## src/rtl/seg7_pkg.sv

```systemverilog
// Shared constants for the seven-segment display counters: digit width,
// count direction codes and the active-low {g,f,e,d,c,b,a} glyph table.
package seg7_pkg;

    localparam int DIGIT_W = 4;

    localparam logic DIR_UP   = 1'b1;
    localparam logic DIR_DOWN = 1'b0;

    localparam logic [6:0] SEG_BLANK = 7'b1111111;

    // Glyphs 0..F; entries A..F stay defined even for decimal counters
    localparam logic [6:0] SEG_TABLE [16] = '{
        7'b1000000, 7'b1111001, 7'b0100100, 7'b0110000,
        7'b0011001, 7'b0010010, 7'b0000010, 7'b1111000,
        7'b0000000, 7'b0010000, 7'b0001000, 7'b0000011,
        7'b1000110, 7'b0100001, 7'b0000110, 7'b0001110
    };

endpackage

```

## src/rtl/seg7_decode.sv

```systemverilog
// Combinational hex digit to active-low seven-segment pattern.
module seg7_decode
    import seg7_pkg::*;
(
    input  logic [DIGIT_W-1:0] digit,
    output logic [6:0]         seg
);

    assign seg = SEG_TABLE[digit];

endmodule

```

## src/rtl/bcd_updown_display_counter.sv

```systemverilog
// Multi-digit decimal/hex up/down counter with prescaler, load and 7-seg outputs.
// Optional macro UPDOWN_SATURATE_EN adds sat_mode to hold at the count limits.
module bcd_updown_display_counter
    import seg7_pkg::*;
#(
    parameter int DIGITS    = 4,
    parameter int RADIX     = 10,
    parameter int DIV_COUNT = 25000000
) (
    input  logic                      clk,
    input  logic                      rst,
    input  logic                      en,
    input  logic                      dir,
`ifdef UPDOWN_SATURATE_EN
    input  logic                      sat_mode,
`endif
    input  logic                      load,
    input  logic [DIGIT_W*DIGITS-1:0] load_val,
    output logic [DIGIT_W*DIGITS-1:0] count,
    output logic                      tick,
    output logic                      wrap,
    output logic [7*DIGITS-1:0]       seg
);

    localparam int CW = DIGIT_W * DIGITS;
    localparam int PW = (DIV_COUNT > 1) ? $clog2(DIV_COUNT) : 1;
    localparam logic [PW-1:0]      PRESC_LAST = PW'(DIV_COUNT - 1);
    localparam logic [DIGIT_W-1:0] MAX_DIGIT  = DIGIT_W'(RADIX - 1);

    logic [PW-1:0]      presc_q, presc_d;
    logic [CW-1:0]      count_q, count_d;
    logic               tick_q, tick_d;
    logic               wrap_q, wrap_d;

    logic [CW-1:0]      stepped;
    logic [CW-1:0]      loaded;
    logic [DIGIT_W-1:0] cur;
    logic               carry;
    logic               all_max;
    logic               all_zero;
    logic               at_limit;
    logic               hold;

    // Ripple the carry (up) or borrow (down) from digit 0 upward
    always_comb begin
        stepped  = count_q;
        loaded   = load_val;
        cur      = '0;
        carry    = 1'b1;
        all_max  = 1'b1;
        all_zero = 1'b1;
        for (int i = 0; i < DIGITS; i++) begin
            cur      = count_q[i*DIGIT_W +: DIGIT_W];
            all_max  = all_max & (cur == MAX_DIGIT);
            all_zero = all_zero & (cur == '0);
            if (carry) begin
                if (dir == DIR_UP) begin
                    stepped[i*DIGIT_W +: DIGIT_W] = (cur == MAX_DIGIT) ? '0 : cur + 1'b1;
                    carry = (cur == MAX_DIGIT);
                end else begin
                    stepped[i*DIGIT_W +: DIGIT_W] = (cur == '0) ? MAX_DIGIT : cur - 1'b1;
                    carry = (cur == '0);
                end
            end
            if (load_val[i*DIGIT_W +: DIGIT_W] > MAX_DIGIT) begin
                loaded[i*DIGIT_W +: DIGIT_W] = MAX_DIGIT;
            end
        end
    end

    assign at_limit = (dir == DIR_UP) ? all_max : all_zero;

`ifdef UPDOWN_SATURATE_EN
    assign hold = sat_mode & at_limit;
`else
    assign hold = 1'b0;
`endif

    // Load outranks the prescaler terminal, so a coincident step is dropped
    always_comb begin
        presc_d = presc_q;
        count_d = count_q;
        tick_d  = 1'b0;
        wrap_d  = 1'b0;
        if (load) begin
            count_d = loaded;
            presc_d = '0;
        end else if (en) begin
            if (presc_q == PRESC_LAST) begin
                presc_d = '0;
                tick_d  = 1'b1;
                wrap_d  = at_limit;
                if (!hold) begin
                    count_d = stepped;
                end
            end else begin
                presc_d = presc_q + PW'(1);
            end
        end
    end

    always_ff @(posedge clk or negedge rst) begin
        if (!rst) begin
            presc_q <= '0;
            count_q <= '0;
            tick_q  <= 1'b0;
            wrap_q  <= 1'b0;
        end else begin
            presc_q <= presc_d;
            count_q <= count_d;
            tick_q  <= tick_d;
            wrap_q  <= wrap_d;
        end
    end

    assign count = count_q;
    assign tick  = tick_q;
    assign wrap  = wrap_q;

    for (genvar g = 0; g < DIGITS; g++) begin : g_dec
        seg7_decode u_dec (
            .digit (count_q[g*DIGIT_W +: DIGIT_W]),
            .seg   (seg[g*7 +: 7])
        );
    end

endmodule

```

## config.mk

```make
export PLATFORM = sky130hd
export DESIGN_NAME = bcd_updown_display_counter
export DESIGN_NICKNAME = d
export VERILOG_FILES = /design/src/rtl/seg7_pkg.sv /design/src/rtl/seg7_decode.sv /design/src/rtl/bcd_updown_display_counter.sv
export SDC_FILE = /design/constraint.sdc
export NUM_CORES = 1
export LEC_CHECK = 0
export ABC_AREA = 1
export ABC_CLOCK_PERIOD_IN_PS = 2500
export CORE_UTILIZATION = 25
export CTS_CLUSTER_DIAMETER = 200
export DETAILED_ROUTE_END_ITERATION = 6
export HOLD_SLACK_MARGIN = 0.02
export PLACE_DENSITY = 0.54
export SETUP_SLACK_MARGIN = 0.02
export SYNTH_ARGS = -nofsm -noshare
export SYNTH_HDL_FRONTEND = slang
export SYNTH_SLANG_ARGS = --single-unit
export TNS_END_PERCENT = 10
```

## constraint.sdc

```tcl
create_clock -name clk -period 2.5 [get_ports clk]
set_input_delay 0.75 -clock clk [delete_from_list [all_inputs] [get_ports clk]]
set_output_delay 0.75 -clock clk [all_outputs]
set_load 0.005 [all_outputs]
```

* Word level (Yosys, flattened, before mapping) *
Memories as Yosys holds them, arrays and structs flattened.
Index checks and enable logic that the tools add are counted.

word-level totals
  output and inout port bits = 46
  bits in read-only memories = 448
  input bits = 21
  memories kept = 4
  flip-flop bits (word level) = 43
  logic and storage cells = 101

operators by class
  bitwise gates (word level) = 10
  $lt $le $gt $ge = 8
  reduce and logical (&&, ||, !) cells = 13
  $add $sub $neg = 9
  equality and inequality tests = 5
  multiplexer cells = 45

memories
  name             depth  width  rd ports  clocked after memory_dff  wr ports  RTL line          source
  (no name shown)  16     7      1         0                         0         seg7_decode.sv:9  assign seg = SEG_TABLE[digit];
  (no name shown)  16     7      1         0                         0         seg7_decode.sv:9
  (no name shown)  16     7      1         0                         0         seg7_decode.sv:9
  (no name shown)  16     7      1         0                         0         seg7_decode.sv:9

operator list
  cell                                                                 number
  4-bit 2-to-1 mux                                                     19
  25-bit 2-to-1 mux                                                    3
  7-bit 2-to-1 mux                                                     8
  16-bit 2-to-1 mux                                                    3
  25-bit by 1-bit adder with 25-bit output (second input constant)     1
  25-bit == test (second input constant)                               1
  5-bit greater-or-equal comparator (second input constant)            4
  4-bit NOT with 5-bit output                                          4
  4-bit by 1-bit adder with 4-bit output (second input constant)       4
  4-bit == test (second input constant)                                4
  4-bit > comparator (second input constant)                           4
  4-bit zero test                                                      4
  4-bit by 1-bit subtractor with 4-bit output (second input constant)  4
  1-bit 2-to-1 mux                                                     12
  2-bit nonzero test                                                   5
  3-bit AND reduction                                                  3
  1-bit bitwise AND                                                    6
  2-bit AND reduction                                                  1

* Logic depth before layout (Yosys ltp) *
Gate-level depths: netlist of run 1.

  word-level depth = 8
  mapped depth = 11
  depth with buffers taken out = 11

* Modules after synthesis *
Synthesis of run 1 repeated with hierarchy kept, for this count alone.

unflattened totals
  cell total of the unflattened synthesis = 741
  area, all modules = 4,377.9 µm²

modules (own cells, without submodules)
  module                             cells an instance  sequential area each (µm²)  instances  area each (µm²)
  bcd_updown_display_counter         545                1,076.0                     1          3,286.9
  seg7_decode at g_dec[0].u_dec ...  49                 0.0                         3          274.0
  seg7_decode at g_dec[2].u_dec      49                 0.0                         1          269.0

* Worst setup path after synthesis of run 1 *
OpenSTA, ideal clock, no wires.

  kind = flip-flop to output port
  from = register count_q[12], in the netlist count[12]
  to = output port seg[24]
  data arrival time = 1.295 ns
  path slack = 0.455 ns
  data required time = 1.750 ns
  cell stages (with the launch flop) = 6
  path buffers = 1
  path through = dfrtp_1 > clkbuf_1 > inv_1 > ha_1 > o211ai_1 > o221ai_1

between the ends
  longest elaborated chain between the ends = 4

ends and longest elaborated chain
  element                                              RTL line                           source
  start: declaration                                   bcd_updown_display_counter.sv:31   logic [CW-1:0] count_q, count_d;
  start signal: assignment                             bcd_updown_display_counter.sv:110  count_q <= count_d;
  4-bit NOT with 5-bit output (implied by the code)    seg7_decode.sv:9
  memory 16 x 7 bit                                    -
  7-bit 2-to-1 mux (implied by the code) (2 in a row)  seg7_decode.sv:9
  end: declaration                                     bcd_updown_display_counter.sv:22   output logic [7*DIGITS-1:0] seg

Every way passes these cells. The select of a mux whose other input is x is not followed.

* Worst setup path in the final report of run 1 *
  from = register count_q[13], in the netlist count[13]
  to = output port seg[21]

Same word-level chain as after synthesis.

==> results.sh, run 1 <==
export IMPL_status="complete, but fails checks"
export IMPL_violations="negative setup slack"
export IMPL_critPathTopFamily="buffers and inverters"
export IMPL_cp_num_buf_inv=2
export IMPL_hold_violations=0
export IMPL_synth_top_cell_area_share_pct=27.2
export IMPL_grt_usage_pct=15.3
export IMPL_drt_pass1_iter_count=5
export IMPL_syn_to_final_growth_pct=35.9
export IMPL_crit_top_cell="nand2_1"
export IMPL_grt_pass1_wl_um=20300
export IMPL_die_x_um=128
export IMPL_nets=777
export IMPL_rsz0062_at_grt="true"
export IMPL_critPathArrivalTime_ps=1860
export IMPL_synth_nets=670
export IMPL_worstPathRequired_ps=1750
export IMPL_holdBufCountCts=0
export IMPL_design_core_area_um2=15300
export IMPL_crit_type="flop to primary output"
export IMPL_setup_slack_ps=-110
export IMPL_finalMaxSlewViolations=0
export IMPL_path_clk_slew_ps=70
export IMPL_overflow=0
export IMPL_skew_ps=9.07
export IMPL_syn_area_um2=3960
export IMPL_initial_utilization_pct=25.8
export IMPL_hpwl_um=9470
export IMPL_ys_warn_count=0
export IMPL_grt_max_degree=20
export IMPL_crit_chain="inv_2 -> ha_2 -> nand2_1 -> nand2_1 -> nand2_1 -> o21ai_1 -> clkdlybuf4s50_1"
export IMPL_layout_common_cells="187 x nand2_1, 83 x nor2_1, 58 x nand3_1"
export IMPL_rrSetupSlack_ps=640
export IMPL_cts_root_buf="clkbuf_16"
export IMPL_crit_path_start_kind="flop"
export IMPL_r2r_end="count[15]$_DFFE_PN0P_"
export IMPL_place_area_um2=5160
export IMPL_place_gp_congestion=0.864
export IMPL_synth_area_top_cells="dfrtp_1 27%, nand2_1 18%, nor2_1 8.1%"
export IMPL_max_slew_margin_pct=73.0
export IMPL_cts_tree="built"
export IMPL_fmax_ghz=0.383
export IMPL_first_global_vias=4159
export IMPL_drive_gt1_share_pct=15.6
export IMPL_ir_worst_vdd_mv=0.254
export IMPL_via_per_inst=4.62
export IMPL_tightest_slew_ps=405
export IMPL_io_buffers=66
export IMPL_clk_latency_ps=290
export IMPL_final_common_cell="nand2_1"
export IMPL_antenna_found_initial=0
export IMPL_vias=4354
export IMPL_drcViolationCount=0
export IMPL_pre_cts_ws_ps=101
export IMPL_syn_inst=624
export IMPL_syn_area_per_cell_um2=6.34
export IMPL_p_per_area_nw_per_um2=603
export IMPL_routed_wl_um=12200
export IMPL_die_area_um2=16300
export IMPL_max_stage_delay_ps=510
export IMPL_maxCapViolCount=0
export IMPL_wl_per_cell_um=12.9
export IMPL_hold_class="primary input to asynchronous set/reset pin"
export IMPL_die_height_um=128
export IMPL_finalCriticalPeriod_ps=2610
export IMPL_antenna_left=0
export IMPL_cpMaxStageDelayCell="clkdlybuf4s50_1"
export IMPL_ff2ff_path_depth=11
export IMPL_postLayoutCellArea_um2=5380
export IMPL_fin_util_pct=35.1
export IMPL_cts_max_path_buffers=2
export IMPL_clkSinkCount=43
export IMPL_holdWs_ps=357
export IMPL_reg2reg_from="count[5]$_DFFE_PN0P_"
export IMPL_p_leak_nw=2.57
export IMPL_ys_types=39
export IMPL_cts_buffers=5
export IMPL_cp_max_fo=6
export IMPL_rows=45
export IMPL_htreeDepth=2
export IMPL_ys_seq_area_share_pct=27.2
export IMPL_crit_path_end_kind="primary output"
export IMPL_synth_top_area_cell="dfrtp_1"
export IMPL_setup_viol=9
export IMPL_io_pin_count=67
export IMPL_ys_seq_elements=43
export IMPL_drt_iter0_drc=195
export IMPL_fin_crit_sh_pct=104
export IMPL_antennaDiodeCount=0
-- cell families (layout without fill, tap and decap cells) --
| logic type | count (synthesis) | after routing | synth area share [%] |
|---|---|---|---|
| simple gates | 371 | 371 | 40.8 |
| xor+xnor | 6 | 6 | 1.33 |
| flops | 43 | 43 | 27.2 |
| fa+ha+maj | 25 | 25 | 7.90 |
| compound gates | 90 | 90 | 13.5 |
| buf+inv | 89 | 197 | 9.23 |
-- per-layer routing --
layer	GRT usage, %	vias to the layer above	wire length [um]
li1	-	2242	-
met1	20.6	2010	5940
met2	25.7	91	5600
met3	1.79	11	462
met4	4.22	0	162
met5	0	-	0
-- flip-flops by register name (all words and copies together), names as in the netlist --
name / count
count: 16
presc_q: 25
wrap: 1
tick: 1
-- stage by stage --
stage | std cells | TNS (ps) | power (W)
floorplan | 624 | 0 | 0.00170
global placement | 933 | 0 | 0.00256
detailed placement | 933 | 0 | 0.00255
CTS | 941 | -1410 | 0.00325
global route | 943 | -1600 | 0.00350
finish | 943 | -705 | 0.00324
-- power by group --
group	switching, W	leakage, nW	total (W)	internal [W]
Combinational	0.000831	1.93	0.00165	0.000815
Clock	0.000287	0.0761	0.000713	0.000426
Sequential	0.000120	0.564	0.000886	0.000766
-- what timing repair did --
item / CTS / global route
resized for setup: 32 / 16
buffers inserted: 0 / 2
pin swaps: 1 / 1
setup endpoints to repair: 28 / 16
-- cells in the mapped netlist --
cell       instances
nand2_1          187
nor2_1            85
inv_1             66
nand3_1           58
dfrtp_1           43
o21ai_0           38
ha_1              25
a21oi_1           19
o211ai_1          12
clkbuf_1          11
nand4_1           10
nor3_1            10
buf_2              4
inv_2              4
nand2_4            4
o21ai_2            4
o221ai_1           4
xor2_1             4
nor2_2             3
nor2_4             3
nor3b_1            3
o21ai_1            3
o31ai_1            3
buf_6              2
nand2_2            2
nor4_1             2
o21a_1             2
xnor2_1            2
a22oi_1            1
a31o_2             1
a31oi_1            1
buf_1              1
buf_8              1
nand3_4            1
nor3_2             1
nor3b_2            1
o2111ai_1          1
o22ai_1            1
or2_2              1
-- worst max path at each step --
stage                   end  slack [ps]                   from  cells past startpoint
floorplan           seg[24]         450  count[12]$_DFFE_PN0P_                      5
global placement    seg[24]         100  count[13]$_DFFE_PN0P_                      5
detailed placement  seg[13]         100   count[4]$_DFFE_PN0P_                      6
CTS                 seg[20]        -160   count[8]$_DFFE_PN0P_                      7
global route        seg[14]        -230   count[8]$_DFFE_PN0P_                      5
finish              seg[21]        -110  count[13]$_DFFE_PN0P_                      7
-- final cells by class --
type                            count  area (um2)
Clock buffer                        7         153
Clock inverter                      1        7.51
Fill cell                        1711        9930
Inverter                           70         270
Multi-Input combinational cell    492        2560
Sequential cell                    43        1080
Tap cell                          211         264
Timing Repair Buffer              119        1050
Power figures use the tool's default switching activity.
==> inputs of run 2 (changes only) <==
--- a/config.mk
+++ b/config.mk
@@ -9,6 +9,7 @@
 export ABC_CLOCK_PERIOD_IN_PS = 2500
 export CORE_UTILIZATION = 25
 export CTS_CLUSTER_DIAMETER = 200
+export CTS_CLUSTER_SIZE = 28
 export DETAILED_ROUTE_END_ITERATION = 6
 export HOLD_SLACK_MARGIN = 0.02
 export PLACE_DENSITY = 0.54
@@ -16,4 +17,3 @@
 export SYNTH_ARGS = -nofsm -noshare
 export SYNTH_HDL_FRONTEND = slang
 export SYNTH_SLANG_ARGS = --single-unit
-export TNS_END_PERCENT = 10
==> run 2 against run 1 <==
Effect of this change: the run now ends clean; cell count increased by 1.4%; maximum frequency up 8.1%; clock-buffer cell count did not move; utilization up 0.97 points; register-to-register slack about the same; clock skew barely moved; non-clock buffer count increased by 13; power rose by 2.0%; worst hold slack better by 2.7 ps; first-iteration DRC count is 5.1% higher; global-route usage up 0.37 points; critical path type unchanged; largest cell class unchanged.
==> results.sh, run 2 (synthesized netlist as in run 1, its figures left out) <==
export IMPL_overflow=0
export IMPL_rrSetupSlack_ps=630
export IMPL_finalMaxSlewViolations=0
export IMPL_crit_top_cell="o211ai_1"
export IMPL_place_gp_congestion=0.864
export IMPL_p_switching_w=0.00127
export IMPL_io_buffers=66
export IMPL_io_pin_count=67
export IMPL_holdBufCountCts=0
export IMPL_fin_crit_sh_pct=96.6
export IMPL_drive_gt1_share_pct=18.8
export IMPL_clkSinkCount=43
export IMPL_nets=790
export IMPL_cts_root_buf="clkbuf_16"
export IMPL_path_clk_slew_ps=70
export IMPL_power_frac_seq_pct=26.8
export IMPL_p_int_w=0.00203
export IMPL_cp_num_buf_inv=1
export IMPL_crit_chain="ha_2 -> or2_2 -> o211ai_1 -> o211ai_1 -> dlygate4sd2_1"
export IMPL_drt_iter0_drc=205
export IMPL_cts_max_path_buffers=2
export IMPL_fmax_ghz=0.414
export IMPL_setup_viol=0
export IMPL_critPathArrivalTime_ps=1660
export IMPL_ir_worst_vdd_mv=0.257
export IMPL_design_core_area_um2=15300
export IMPL_die_height_um=128
export IMPL_htreeDepth=2
export IMPL_final_common_cell="nand2_1"
export IMPL_routed_wl_um=12400
export IMPL_hpwl_um=9470
export IMPL_hold_class="primary input to asynchronous set/reset pin"
export IMPL_max_stage_delay_ps=430
export IMPL_cts_tree="built"
export IMPL_power_frac_comb_pct=51.7
export IMPL_via_per_inst=4.59
export IMPL_setup_slack_ps=85.7
export IMPL_worstPathRequired_ps=1750
export IMPL_initial_utilization_pct=25.8
export IMPL_p_per_area_nw_per_um2=598
export IMPL_hold_violations=0
export IMPL_cp_max_fo=4
export IMPL_top_register="presc_q"
export IMPL_crit_path_start_kind="flop"
export IMPL_crit_path_end_kind="primary output"
export IMPL_syn_to_final_growth_pct=39.7
export IMPL_drt_pass1_iter_count=5
export IMPL_cpMaxStageDelayCell="dfrtp_1"
export IMPL_first_global_vias=4231
export IMPL_tightest_slew_ps=352
export IMPL_holdWs_ps=360
export IMPL_grt_usage_pct=15.7
export IMPL_maxCapViolCount=0
export IMPL_wl_per_cell_um=13.0
export IMPL_drcViolationCount=0
export IMPL_rows=45
export IMPL_placed_cells=933
export IMPL_antenna_left=0
export IMPL_cts_buffers=5
export IMPL_die_area_um2=16300
export IMPL_layout_cells_non_filler=956
export IMPL_grt_pass1_wl_um=20700
export IMPL_critPathTopFamily="flip-flops"
export IMPL_sw_frac_of_total_pct=38.5
export IMPL_antenna_found_initial=0
export IMPL_die_x_um=128
export IMPL_vias=4385
export IMPL_skew_ps=8.91
export IMPL_p_total_w=0.00331
export IMPL_pre_cts_ws_ps=101
export IMPL_finalCriticalPeriod_ps=2410
export IMPL_max_slew_margin_pct=76.4
export IMPL_crit_type="flop to primary output"
export IMPL_grt_max_degree=20
export IMPL_clkPwrFrac_pct=21.5
export IMPL_status="completed"
export IMPL_largest_reg_flops=25
export IMPL_p_leak_nw=2.61
export IMPL_antennaDiodeCount=0
export IMPL_rsz0062_at_grt="true"
export IMPL_clk_latency_ps=290
export IMPL_layout_common_cells="187 x nand2_1, 82 x nor2_1, 65 x buf_4"
export IMPL_final_setup_tns_ps=0
export IMPL_fillers=1705
## run 2: cell types whose count changed in the layout (fill, tap and decap cells not counted), sizes merged
cell / previous run / this run
buf: 54 / 67
dlymetal6s2s: 4 / 0
clkbuf: 7 / 8
clkdlybuf4s50: 46 / 37
dlygate4sd2: 14 / 26
## run 2: path summary, 6_finish.rpt
path | startpoint | end | cells past startpoint
max | count[1]$_DFFE_PN0P_ | seg[0] | 5
min in group clk | presc_q[24]$_DFFE_PN0P_ | presc_q[24]$_DFFE_PN0P_ | 2
min | rst | tick$_DFF_PN0_ | 1
max in group asynchronous | rst | count[2]$_DFFE_PN0P_ | 2
min reg2reg | presc_q[24]$_DFFE_PN0P_ | presc_q[24]$_DFFE_PN0P_ | 2
max reg2reg | presc_q[1]$_DFFE_PN0P_ | count[4]$_DFFE_PN0P_ | 11
## run 2: final cells by class
| cell class | instances | area, um2 | area share (%) |
|---|---|---|---|
| well taps | 211 | 264 | 4.77 |
| repair buffers | 132 | 1120 | 20.2 |
| flip-flops and latches | 43 | 1090 | 19.6 |
| clock inverters | 1 | 7.51 | 0.136 |
| inverters | 70 | 275 | 4.98 |
| clock buffers | 7 | 153 | 2.76 |
| multi-input cells | 492 | 2630 | 47.5 |
## run 2: routing by layer
metal	up-vias	track usage, %	part of all wire [%]
li1	2269	-	-
met1	2018	21.0	48
met2	86	26.5	47
met3	12	1.67	3.8
met4	0	4.50	1.5
met5	-	0	0
## run 2: through the flow
stage / cell area [um2] / util [%]
after floorplan: 3960 / -
after global placement: 5160 / 33.7
after CTS: 5480 / 35.8
after global routing: 5530 / 36.1
after detailed placement: 5160 / 33.7
final: 5530 / 36.1
## run 2: power groups by stage
stage / clock network [W] / logic, W / registers, W
floorplan: 0 / 0.000833 / 0.000869
global placement: 0 / 0.00167 / 0.000887
detailed placement: 0 / 0.00166 / 0.000887
CTS: 0.000737 / 0.00167 / 0.000885
global route: 0.000762 / 0.00191 / 0.000900
finish: 0.000712 / 0.00171 / 0.000886
## run 2: timing repair
action | 4_1_cts | 5_1_grt
hold endpoints to repair | 0 | 0
gates resized for setup | 65 | 16
setup buffers | 14 | 1
pin swaps | 2 | 2
endpoints found under the setup margin | 28 | 8
==> inputs of run 3 (changes only) <==
--- a/config.mk
+++ b/config.mk
@@ -6,7 +6,7 @@
 export NUM_CORES = 1
 export LEC_CHECK = 0
 export ABC_AREA = 1
-export ABC_CLOCK_PERIOD_IN_PS = 2500
+export ABC_CLOCK_PERIOD_IN_PS = 2280
 export CORE_UTILIZATION = 25
 export CTS_CLUSTER_DIAMETER = 200
 export CTS_CLUSTER_SIZE = 28
==> constraint.sdc (replaced) <==
create_clock -name clk -period 2.28 [get_ports clk]
set_input_delay 0.684 -clock clk [delete_from_list [all_inputs] [get_ports clk]]
set_output_delay 0.684 -clock clk [all_outputs]
set_load 0.005 [all_outputs]
==> run 3 against run 2 <==
Effect of this change: die area unchanged; sequential power rose by 12%; design area increased by 5.5%; first-iteration DRC count is 15% higher; routed wire length increased by 1.3%; critical path depth is the same; utilization increased by 2.0 points; critical path type unchanged.
==> results.sh, run 3 (synthesized netlist as in run 1, its figures left out) <==
export IMPL_power_frac_comb_pct=54.1
export IMPL_layout_cells_non_filler=980
export IMPL_io_buffers=66
export IMPL_p_total_w=0.00387
export IMPL_cpMaxStageDelayCell="dfrtp_2"
export IMPL_die_x_um=128
export IMPL_holdBufCountCts=0
export IMPL_rsz0062_at_grt="true"
export IMPL_fin_crit_sh_pct=98.3
export IMPL_layout_common_cells="185 x nand2_1, 81 x buf_4, 77 x nor2_1"
export IMPL_fillers=1652
export IMPL_maxCapViolCount=0
export IMPL_placed_cells=954
export IMPL_hold_class="primary input to asynchronous set/reset pin"
export IMPL_antenna_found_initial=0
export IMPL_clkSinkCount=43
export IMPL_antenna_left=0
export IMPL_setup_viol=0
export IMPL_status="completed"
export IMPL_max_slew_margin_pct=62.1
export IMPL_cts_buffers=5
export IMPL_drt_iter0_drc=235
export IMPL_skew_ps=7.33
export IMPL_grt_usage_pct=16.0
export IMPL_p_leak_nw=2.71
export IMPL_clk_latency_ps=290
export IMPL_final_common_cell="nand2_1"
export IMPL_hold_violations=0
export IMPL_fin_util_pct=38.1
export IMPL_ir_worst_vdd_mv=0.249
export IMPL_postLayoutCellArea_um2=5830
export IMPL_finalCriticalPeriod_ps=2240
export IMPL_initial_utilization_pct=25.8
export IMPL_place_area_um2=5340
export IMPL_crit_path_start_kind="flop"
export IMPL_crit_path_end_kind="primary output"
export IMPL_hpwl_um=9600
export IMPL_drive_gt1_share_pct=26.7
export IMPL_cts_root_buf="clkbuf_16"
export IMPL_die_area_um2=16300
export IMPL_p_int_w=0.00238
export IMPL_crit_chain="ha_4 -> or2_2 -> o211ai_1 -> o211ai_1 -> buf_2"
export IMPL_p_per_area_nw_per_um2=663
export IMPL_syn_to_final_growth_pct=47.4
export IMPL_cts_max_path_buffers=2
export IMPL_ff2ff_path_depth=12
export IMPL_io_pin_count=67
export IMPL_nets=814
export IMPL_sw_frac_of_total_pct=38.3
export IMPL_wl_per_cell_um=12.8
export IMPL_drt_pass1_iter_count=4
export IMPL_power_frac_seq_pct=25.6
export IMPL_final_setup_tns_ps=0
export IMPL_finalMaxSlewViolations=0
export IMPL_max_stage_delay_ps=460
export IMPL_worstPathRequired_ps=1600
export IMPL_crit_top_cell="o211ai_1"
export IMPL_tightest_slew_ps=568
export IMPL_first_global_vias=4334
export IMPL_rows=45
export IMPL_crit_type="flop to primary output"
export IMPL_overflow=0
export IMPL_routed_wl_um=12600
export IMPL_antennaDiodeCount=0
export IMPL_vias=4528
export IMPL_htreeDepth=2
export IMPL_grt_pass1_wl_um=21100
export IMPL_largest_reg_flops=25
export IMPL_fmax_ghz=0.446
export IMPL_p_switching_w=0.00148
export IMPL_cts_tree="built"
export IMPL_via_per_inst=4.62
export IMPL_path_clk_slew_ps=70
export IMPL_top_register="presc_q"
export IMPL_clkPwrFrac_pct=20.3
export IMPL_design_core_area_um2=15300
export IMPL_die_height_um=128
export IMPL_cp_max_fo=4
export IMPL_place_gp_congestion=0.836
export IMPL_drcViolationCount=0
export IMPL_grt_max_degree=44
export IMPL_critPathArrivalTime_ps=1560
==> run 3: changes by cell type in the layout (fill, tap and decap cells not counted), sizes merged <==
cell	change
clkinvlp	-1
clkbuf	+9
buf	+31
dlygate4sd2	-20
clkdlybuf4s15	+4
inv	+1
==> run 3: timing repair <==
action | in CTS | in global routing
setup endpoints to repair | 28 | 28
setup buffers | 11 | 7
resized for setup | 107 | 65
cloned | 0 | 0
pin swaps | 6 | 3
==> run 3: worst paths after layout <==
path / start / to / slack [ps]
max in group asynchronous: rst / count[11]$_DFFE_PN0P_ / 1390
worst min register to register: presc_q[24]$_DFFE_PN0P_ / presc_q[24]$_DFFE_PN0P_ / 510
min in group clk: presc_q[24]$_DFFE_PN0P_ / presc_q[24]$_DFFE_PN0P_ / 510
worst min-delay path: rst / presc_q[3]$_DFFE_PN0P_ / 470
worst max register to register: count[8]$_DFFE_PN0P_ / count[15]$_DFFE_PN0P_ / 370
worst max-delay path: count[0]$_DFFE_PN0P_ / seg[0] / 40
==> run 3: worst max-delay path: cells and delay by family, from the launching register on <==
| kind | cells | cell delay (ps) |
|---|---|---|
| AOI/OAI and AO/OA | 2 | 200 |
| adders and majority gates | 1 | 180 |
| buffers and inverters | 1 | 140 |
| DFF | 1 | 460 |
| and+or+nand+nor | 1 | 280 |
==> run 3: metal layers <==
layer	share of wire, %	global-route usage (%)	vias up
met1	46	20.8	2089
met3	3.9	1.79	15
met4	1.8	4.78	0
met5	0	0	-
met2	48	27.7	98
li1	-	-	2326
==> run 3: cell type report <==
type / count / area, um2 / share of cell area (%)
clock buffer: 7 / 153 / 2.62
sequential: 43 / 1090 / 18.7
tap: 211 / 264 / 4.53
multi-input combinational: 492 / 2740 / 46.9
inverter: 70 / 282 / 4.83
clock inverter: 1 / 7.51 / 0.129
timing repair buffer: 156 / 1300 / 22.3
==> run 3: per-stage QoR <==
stage          worst slack (ps)  hold WS [ps]
4_1_cts                   -55.9           498
3_5_place_dp              -51.0           500
2_1_floorplan               301           388
3_3_place_gp              -61.1           504
5_1_grt                   -42.3           538
6_report                   38.1           471
==> run 3: power by group through the flow <==
stage / logic (W) / registers, W / clock network, W
after floorplan: 0.000913 / 0.000953 / 0
after global placement: 0.00196 / 0.000972 / 0
after detailed placement: 0.00195 / 0.000973 / 0
after CTS: 0.00199 / 0.000968 / 0.000809
after global routing: 0.00233 / 0.00101 / 0.000833
final: 0.00209 / 0.000989 / 0.000784
